**src/rtl/usb_pkg.sv**
```systemverilog
// Shared types and constants for the USB low/full-speed transmit path.
// Line encodings, FSM states and bit-stuffing limits.
package usb_pkg;

  typedef enum logic [2:0] {
    ST_IDLE,
    ST_SEND,
    ST_STUFF,
    ST_EOP_SE0_1,
    ST_EOP_SE0_2,
    ST_EOP_J
  } tx_state_t;

  typedef logic [1:0] line_t;

  // {dp, dm}
  localparam line_t LINE_J   = 2'b10;
  localparam line_t LINE_K   = 2'b01;
  localparam line_t LINE_SE0 = 2'b00;

  localparam int STUFF_LIMIT  = 6;
  localparam int EOP_SE0_BITS = 2;
  localparam int CNT_W        = $clog2(STUFF_LIMIT + 1);

  function automatic line_t nrzi_toggle(line_t l);
    return (l == LINE_J) ? LINE_K : LINE_J;
  endfunction

endpackage

```
**src/rtl/usb_stuff_counter.sv**
```systemverilog
// Consecutive-ones counter for bit stuffing.
// limit flags the increment that reaches STUFF_LIMIT.
module usb_stuff_counter
  import usb_pkg::*;
(
  input  logic clk,
  input  logic n_rst,
  input  logic clr,
  input  logic inc,
  output logic limit
);

  logic [CNT_W-1:0] count_q;

  always_ff @(posedge clk) begin
    if (!n_rst) begin
      count_q <= '0;
    end else if (clr) begin
      count_q <= '0;
    end else if (inc) begin
      count_q <= count_q + CNT_W'(1);
    end
  end

  assign limit = inc && (count_q == CNT_W'(STUFF_LIMIT - 1));

endmodule

```
**src/rtl/usb_tx_encoder.sv**
```systemverilog
// USB transmit encoder: NRZI, bit stuffing and EOP generation.
// Line register holds the symbol launched by the most recent strobe.
module usb_tx_encoder
  import usb_pkg::*;
(
  input  logic clk,
  input  logic n_rst,
  input  logic shift_en,
  input  logic tx_start,
  input  logic tx_bit,
  input  logic tx_bit_valid,
  input  logic tx_last,
  output logic dp_out,
  output logic dm_out,
  output logic bit_ack,
  output logic busy,
  output logic done,
  output logic error
);

  tx_state_t state_q, state_d;
  line_t     line_q, line_d;
  logic      stuff_last_q;
  logic      consume;
  logic      cnt_clr, cnt_inc, cnt_limit;

  usb_stuff_counter u_stuff_cnt (
    .clk   (clk),
    .n_rst (n_rst),
    .clr   (cnt_clr),
    .inc   (cnt_inc),
    .limit (cnt_limit)
  );

  assign consume = (state_q == ST_SEND) && shift_en && tx_bit_valid;

  always_ff @(posedge clk) begin
    if (!n_rst) begin
      state_q      <= ST_IDLE;
      line_q       <= LINE_J;
      stuff_last_q <= 1'b0;
    end else begin
      state_q <= state_d;
      line_q  <= line_d;
      // remember whether the bit that forced a stuff was the last one
      if (cnt_limit) begin
        stuff_last_q <= tx_last;
      end
    end
  end

  always_comb begin
    state_d = state_q;
    case (state_q)
      ST_IDLE: begin
        if (tx_start) state_d = ST_SEND;
      end
      ST_SEND: begin
        if (shift_en) begin
          if (!tx_bit_valid)  state_d = ST_EOP_SE0_1;
          else if (cnt_limit) state_d = ST_STUFF;
          else if (tx_last)   state_d = ST_EOP_SE0_1;
        end
      end
      ST_STUFF: begin
        if (shift_en) begin
          state_d = stuff_last_q ? ST_EOP_SE0_1 : ST_SEND;
        end
      end
      ST_EOP_SE0_1: begin
        if (shift_en) state_d = ST_EOP_SE0_2;
      end
      ST_EOP_SE0_2: begin
        if (shift_en) state_d = ST_EOP_J;
      end
      ST_EOP_J: begin
        if (shift_en) state_d = ST_IDLE;
      end
      default: state_d = ST_IDLE;
    endcase
  end

  always_comb begin
    line_d  = line_q;
    bit_ack = consume;
    error   = (state_q == ST_SEND) && shift_en && !tx_bit_valid;
    done    = (state_q == ST_EOP_J) && shift_en;
    busy    = (state_q != ST_IDLE);
    cnt_inc = consume && tx_bit;
    cnt_clr = ((state_q == ST_IDLE) && tx_start)
            || (consume && !tx_bit)
            || ((state_q == ST_STUFF) && shift_en);
    unique case (1'b1)
      (state_q == ST_IDLE):
        line_d = LINE_J;
      consume && !tx_bit:
        line_d = nrzi_toggle(line_q);
      (state_q == ST_STUFF) && shift_en:
        line_d = nrzi_toggle(line_q);
      (state_q == ST_EOP_SE0_1) && shift_en,
      (state_q == ST_EOP_SE0_2) && shift_en:
        line_d = LINE_SE0;
      (state_q == ST_EOP_J) && shift_en:
        line_d = LINE_J;
      default:
        line_d = line_q;
    endcase
  end

  assign {dp_out, dm_out} = line_q;

endmodule
```
**config.mk**
```make
export PLATFORM = sky130hd
export DESIGN_NAME = usb_tx_encoder
export DESIGN_NICKNAME = d
export VERILOG_FILES = /design/src/rtl/usb_pkg.sv /design/src/rtl/usb_stuff_counter.sv /design/src/rtl/usb_tx_encoder.sv
export SDC_FILE = /design/constraint.sdc
export NUM_CORES = 1
export LEC_CHECK = 0
export BUFFER_PORTS_ARGS = -buffer_cell sky130_fd_sc_hd__clkbuf_2
export CORE_UTILIZATION = 40
export CTS_CLUSTER_DIAMETER = 120
export DETAILED_ROUTE_END_ITERATION = 12
export SKIP_CTS_REPAIR_TIMING = 1
export SLEW_MARGIN = 40
export SYNTH_ARGS = -nofsm -noshare
export SYNTH_HDL_FRONTEND = slang
export SYNTH_SLANG_ARGS = --single-unit
```
**constraint.sdc**
```tcl
create_clock -name clk -period 3.1 [get_ports clk]
set_clock_uncertainty 0.1 [all_clocks]
set_input_delay 0.31 -clock clk [delete_from_list [all_inputs] [get_ports clk]]
set_output_delay 0.31 -clock clk [all_outputs]
set_load 0.01 [all_outputs]
```
# After elaboration in Yosys (flattened, before gate mapping)
# Cells that the tools add are included.
# Widths: inputs -> output; s select.
[op_classes]
bitwise = 1
eq_ne = 14
n_reduce_logical = 23
mux = 13
add_sub_neg = 1
[ops]
columns = ["cell", "n"]
rows = [
  ["$mux 3", 9],
  ["$pmux 3 s6", 1],
  ["$ne 2x2->1 const B", 6],
  ["$logic_and 1x1->1", 11],
  ["$eq 3x3->1 const B", 3],
  ["$reduce_or 2->1", 4],
  ["$reduce_and 7->1", 1],
  ["$eq 3x2->1 const B", 2],
  ["$pmux 2 s3", 1],
  ["$reduce_bool 3->1", 2],
  ["$mux 2", 2],
  ["$ne 4x4->1 const B", 1],
  ["$add 3x1->3 const B", 1],
  ["$eq 3x1->1 const B", 1],
  ["$logic_not 3->1", 1],
  ["$eq 2x2->1 const B", 1],
  ["$logic_not 1->1", 2],
  ["$logic_or 1x1->1", 2],
  ["$not 1->1", 1],
]
[totals]
regBits = 9
output_inout_bits = 6
elab_cells = 56

# Depth between registers and ports, before layout
# Gate-level depths: netlist of the first run.
[depth]
depth_word = 9
mapped_depth = 6
depth_no_buf = 6

# By module
# From an unflattened synthesis of the first run, not the netlist that was laid out.
[unflattened]
hier_cells = 74
hier_area_um2 = 654.4
[modules_own_cells]
columns = ["mod", "area_per_inst_um2", "instances", "cells_each", "seq_area_each_um2"]
rows = [
  ["usb_tx_encoder", 505.5, 1, 59, 120.1],
  ["usb_stuff_counter", 148.9, 1, 15, 60.1],
]

# Least setup slack after synthesis of the first run
# No wires, ideal clock.
[synth_timing]
kind = "register to register"
from = "reg u_stuff_cnt.count_q[0]"
to = "reg state_q[0]"
path_slack_ns = 1.377
required_ns = 2.884
stages_incl_launch_ff = 6
arrival_time_ns = 1.506
synth_period_minus_slack_ns = 1.723
setup_ns = 0.116
cell_sequence = "dfxtp_1 ha_1 and2_2 a311oi_2 or4b_1 o211a_1"
[synth_via]
elab_chain_cells = 6
elab_cells_between_ends = 8
classes_between = "2 x eq/ne; 4 x mux; 2 x reduce/logical"
[synth_lines]
columns = ["element", "line_no", "rtl"]
rows = [
  ["from (decl)", "usb_stuff_counter.sv:13", "logic [CNT_W-1:0] count_q;"],
  ["from (signal assigned)", "usb_stuff_counter.sv:21", "count_q <= count_q + CNT_W'(1);"],
  ["$eq 3x3->1 (*)", "usb_stuff_counter.sv:25", "assign limit = inc && (count_q == CNT_W'(STUFF_LIMIT - 1));"],
  ["$logic_and 1x1->1 (*)", "usb_stuff_counter.sv:25", ""],
  ["$mux 3", "usb_tx_encoder.sv:61", "else if (cnt_limit) state_d = ST_STUFF;"],
  ["$mux 3", "usb_tx_encoder.sv:60", "if (!tx_bit_valid) state_d = ST_EOP_SE0_1;"],
  ["$mux 3", "usb_tx_encoder.sv:59", "if (shift_en) begin"],
  ["$pmux 3 s6", "usb_tx_encoder.sv:54", "case (state_q)"],
  ["to (signal assigned)", "usb_tx_encoder.sv:43", "state_q <= state_d;"],
  ["to (decl)", "usb_tx_encoder.sv:21", "tx_state_t state_q, state_d;"],
]
# Every way passes the cells marked *; elsewhere a longest branch is shown, timed or not. The select of a mux whose other input is x is not followed.
# A chain may end at the register's enable or synchronous reset.

# Worst setup path after layout of the first run
[layout_timing]
from = "reg state_q[1]"
to = "reg state_q[0]"
[layout_via]
elab_chain_cells = 9
elab_cells_between_ends = 22
classes_between = "12 x eq/ne; 4 x mux; 6 x reduce/logical"
[layout_lines]
columns = ["element", "line_no", "rtl"]
rows = [
  ["$eq 3x1->1", "usb_tx_encoder.sv:35, usb_tx_encoder.sv:54", ""],
  ["$logic_and 1x1->1 (2 in a row)", "usb_tx_encoder.sv:35", "assign consume = (state_q == ST_SEND) && shift_en && tx_bit_valid;"],
  ["$logic_and 1x1->1", "usb_tx_encoder.sv:89", "cnt_inc = consume && tx_bit;"],
  ["$logic_and 1x1->1", "usb_stuff_counter.sv:25", ""],
  ["$mux 3", "usb_tx_encoder.sv:61", ""],
  ["$mux 3", "usb_tx_encoder.sv:60", ""],
  ["$mux 3", "usb_tx_encoder.sv:59", ""],
  ["$pmux 3 s6", "usb_tx_encoder.sv:54", ""],
]
# Parallel ways exist; a longest one is shown, timed or not. The select of a mux whose other input is x is not followed.

==> impl_metrics.yaml, run 1 <==
run_status:
  status: "finished, final reports clean"
die:
  core_um2: 1520
  rows: 14
  die_width_um: 42.5
  die-area_um2: 1810
  io_pins: 13
  die_y_um: 42.5
  start_util_pct: 43.1
power:
  power_mw: 0.286
  ir_drop_uv: 201
  p_seq_share_pct: 46.0
  pwr-share-clk_pct: 31.9
  leakage_nw: 0.310
  switchingPower_mw: 0.0858
  p_int_mw: 0.200
  swShare_pct: 30.0
  powerDensity_nw_per_um2: 387
  combPwrFrac_pct: 22.1
grt:
  grt_pass1_vias: 464
  track_usage_pct: 16.9
  grt_max_degree: 18
  grt_overflow: 0
  grt_first_pass_wirelength_um: 2220
  antenna_found_initial: 0
synth:
  synth-edff-count: 0
  synth_top_flop_cell: "dfxtp_1"
  syn_area_per_cell_um2: 8.42
  synth-seq-area-share_pct: 27.4
  ys_warn_count: 0
  async_flop_share_pct: 0
  syn_inst: 78
  syn_nets: 87
  syn_area_um2: 657
  ys_types: 40
  synth-seq-cells: 9
clocking:
  cts_made_buffers: 3
  cts_tree: "yes"
  cts_buffer_depth: 2
  cts.sinks: 9
  clock-root-buffer: "clkbuf_4"
  clkTransAtPathRegs_ps: 60
  htree_levels: 1
  insertion_delay_ps: 260
flow_run:
  drv_cap: 0
cells_and_area:
  areaGrowthSynthToFinish_pct: 12.6
  layout-drive-gt1-share_pct: 22.5
  fin_nets: 99
  stdcell_count: 105
  postLayoutCoreUtil_pct: 48.5
  multiInputGateArea_um2: 442
  fillers: 163
  num_antenna_cells: 0
  seq_area_um2: 180
  final_cell_area_um2: 739
sta:
  rsz0062_at_grt: "no"
  finalHoldViolCount: 0
  slew_headroom_pct: 70.4
  timing.setup.tns_ps: 0
  drv_slew: 0
  finalCriticalPeriod_ps: 1880
  fmax_ghz: 0.532
  fin_crit_sh_pct: 60.7
  finalSetupViolCount: 0
  fin_ws_ps: 1220
  tightestPinTransition_ps: 443
  fin_hold_ws_ps: 223
worst_setup_path:
  cp-start-kind: "flip-flop"
  cp.required_ps: 3160
  crit_fanout: 16
  rrSetupSlack_ps: 1220
  critPathKind: "reg -> reg"
  arrival_ps: 1940
  cp-end-kind: "flip-flop"
placed_design:
  post-dp-hpwl_um: 960
  placed_cell_area_um2: 713
  place.gp.congestion: 0.727
  dp_cells: 101
  port_buffers: 12
  dp_slack_ps: 1240
route:
  ant_nets: 0
  post-route-drc-count: 0
  viasPerCell: 5.49
  drt_iter0_drc: 11
  num_vias: 576
  routedWlPerCell_um: 12.4
  dr.pass1.iters: 4
  drt-total-wl_um: 1310
hold_path:
  min_path_type: "in -> reg"
cell usage in the layout, fill, tap and decap left out, types with 2 or more instances in the layout:
master / synthesis / final
a21oi_1: 4 / 4
and2_1: 3 / 3
clkbuf_2: 0 / 12
clkbuf_4: 0 / 3
dfxtp_1: 9 / 9
ha_1: 2 / 2
inv_1: 3 / 3
mux2i_1: 3 / 3
nand2_1: 4 / 4
nand3b_1: 3 / 3
nand4_1: 2 / 2
nor2_1: 6 / 6
nor2b_1: 5 / 5
nor4_1: 2 / 2
o211ai_1: 2 / 2
critical path, cell delays in order (launching register included):
cell,delay (ps)
dfxtp_1,590
nor2b_1,150
nor2b_1,180
or4b_1,530
o211a_1,220
power by group through the flow:
stage,combinational (mW),sequential (mW),clock (mW)
finish,0.0631,0.132,0.0914
global route,0.0707,0.133,0.104
CTS,0.0638,0.131,0.0971
detailed placement,0.0635,0.134,0
global placement,0.0630,0.134,0
floorplan,0.0540,0.127,0
registers in the layout, summed over array words and instances (netlist names):
signal,count
stuff_last_q,1
line_q,2
u_stuff_cnt.count_q,3
state_q,3
area by class of cell:
class	count	share of cell area, %
multi-input cells	61	59.7
flip-flops and latches	9	24.4
repair buffers	12	8.12
clock buffers	4	3.55
well taps	16	2.71
inverters	3	1.52
metal layers:
layer / GRT usage, % / vias to the layer above / wire [µm]
met3: 8.19 / 2 / 62
li1: - / 310 / -
met2: 22.8 / 11 / 576
met4: 5.63 / 0 / 11
met5: 0 / - / 0
met1: 23.2 / 253 / 657
cell usage after synthesis (2+ instances only):
cell / n / area share, %
dfxtp_1: 9 / 27
nor2_1: 6 / 3.4
nor2b_1: 5 / 4.8
a21oi_1: 4 / 3.0
buf_2: 4 / 3.0
nand2_1: 4 / 2.3
and2_1: 3 / 2.9
inv_1: 3 / 1.7
mux2i_1: 3 / 4.6
nand3b_1: 3 / 3.4
ha_1: 2 / 3.8
nand4_1: 2 / 1.9
nor4_1: 2 / 1.9
o211ai_1: 2 / 2.3
worst paths after layout:
kind                                        startpoint                     end  cells past startpoint
worst max register to register              state_q[1]              state_q[0]                      4
worst min register to register  u_stuff_cnt.count_q[1]  u_stuff_cnt.count_q[1]                      2
worst max-delay path                        state_q[1]              state_q[0]                      4
worst min-delay path                           tx_last            stuff_last_q                      3
logic make-up (layout without fill, tap and decap cells):
| family | count (synthesis) | in the layout | share of synthesized area (%) |
|---|---|---|---|
| mux | 4 | 4 | 6.29 |
| xor+xnor | 2 | 2 | 2.67 |
| buf+inv | 8 | 19 | 5.33 |
| fa+ha+maj | 2 | 2 | 3.81 |
| simple gates | 36 | 36 | 35.0 |
| compound gates | 17 | 17 | 19.4 |
| flops | 9 | 9 | 27.4 |
No activity file was read; power rests on OpenSTA's default activity.
==> run 2: changes to the inputs <==
clock period = 1.9 ns   (was 3.1 ns; I/O delays follow)
==> impl_metrics.yaml, run 2 (same netlist as run 1, synthesis figures left out) <==
placed_design:
  post-dp-hpwl_um: 1130
  place.gp.congestion: 0.824
  port_buffers: 12
  dp_cells: 106
die:
  die-area_um2: 1810
  start_util_pct: 43.1
  io_pins: 13
  rows: 14
  core_um2: 1520
  die_y_um: 42.5
  die_width_um: 42.5
cells_and_area:
  stdcell_count: 110
  areaGrowthSynthToFinish_pct: 18.7
  fin_nets: 104
  multiInputGateArea_um2: 442
  num_antenna_cells: 0
  fillers: 164
  seq_area_um2: 181
  final_cell_mix: "clkbuf_2 (12), dfxtp_1 (8), nor2_1 (6)"
  layout-drive-gt1-share_pct: 28.7
  layout_commonest_cell: "clkbuf_2"
  reg_top3: "state_q (3), u_stuff_cnt.count_q (3), line_q (2)"
route:
  wl_met1_um: 629
  drt-total-wl_um: 1420
  post-route-drc-count: 0
  dr_wl_met2_um: 701
  ant_nets: 0
  dr.pass1.iters: 4
  top_layer: "met4"
  drt_iter0_drc: 11
  wl_met3_um: 66
  num_vias: 627
  routedWlPerCell_um: 12.9
  viasPerCell: 5.70
clocking:
  htree_levels: 1
  cts_buffer_depth: 2
  clock-root-buffer: "clkbuf_4"
  insertion_delay_ps: 270
  cts.sinks: 9
  clkTransAtPathRegs_ps: 70
  cts_made_buffers: 3
  cts_tree: "yes"
grt:
  antenna_found_initial: 0
  track_usage_pct: 17.8
  grt_pass1_vias: 529
  grt_first_pass_wirelength_um: 2350
  grt_overflow: 0
  grt_max_degree: 12
worst_setup_path:
  crit_buf_inv: 0
  cp.required_ps: 1970
  critPathKind: "reg -> reg"
  cp-start-kind: "flip-flop"
  startpoint: "u_stuff_cnt.count_q[0]"
  cp_top_family: "simple AND/OR/NAND/NOR gates"
  crit_fanout: 4
  cp-end-kind: "flip-flop"
  cp_cell_sequence: "ha_1, and2_2, a311oi_2, or4b_1, o211a_1"
  slowest_delay_ps: 580
  r2r_start: "u_stuff_cnt.count_q[0]"
  crit_path_top_delay_cell: "or4b_1"
  arrival_ps: 1900
sta:
  tightestPinTransition_ps: 496
  rsz0062_at_grt: "no"
  finalHoldViolCount: 0
  fmax_ghz: 0.545
  drv_slew: 0
  finalSetupViolCount: 0
  slew_headroom_pct: 66.7
  finalCriticalPeriod_ps: 1840
  timing.setup.tns_ps: 0
  fin_crit_sh_pct: 96.6
power:
  leakage_nw: 0.340
  powerDensity_nw_per_um2: 622
  ir_drop_uv: 413
flow_run:
  drv_cap: 0
hold_path:
  hold_path_startpoint: "n_rst"
  min_path_type: "in -> reg"
run_status:
  status: "finished, final reports clean"
[run 2: cell type report]
class,instances,share of cell area [%]
Multi-Input combinational cell,61,56.7
Sequential cell,9,23.3
Timing Repair Buffer,17,12.5
Clock buffer,3,2.89
Tap cell,16,2.57
Inverter,3,1.44
Clock inverter,1,0.642
[run 2: worst reg2reg max path: stages (launching register included)]
cell	delay, ps
dfxtp_1	380
ha_1	160
and2_2	160
a311oi_2	140
or4b_1	580
o211a_1	220
[run 2: per-stage QoR]
stage | hold WS [ps] | power (mW) | setup slack (ps) | utilization, % | instance area [µm²]
2_1_floorplan | 256 | 0.295 | 177 | - | 657
5_1_grt | 118 | 0.516 | 4.27 | 51.1 | 779
3_5_place_dp | 387 | 0.336 | 60.4 | 49.3 | 751
6_report | 111 | 0.485 | 64.2 | 51.1 | 779
3_3_place_gp | 377 | 0.333 | 131 | 49.3 | 751
4_1_cts | 108 | 0.493 | 50.9 | 51.1 | 778
[run 2: power breakdown]
part / switching (mW) / internal [mW]
sequential: 0.0128 / 0.197
clock: 0.0746 / 0.0780
combinational: 0.0639 / 0.0587
total: 0.151 / 0.333
[run 2: routing by layer]
layer	global-route usage [%]	up-vias
met5	0	-
met4	9.38	0
met3	5.60	5
met2	28.6	12
met1	21.0	290
li1	-	320
[run 2: path summary, 6_finish.rpt]
check	end	slack (ps)	cells past startpoint
min	line_q[1]	110	2
max	state_q[0]	60	5
min reg2reg	u_stuff_cnt.count_q[1]	410	2
max reg2reg	state_q[0]	60	5
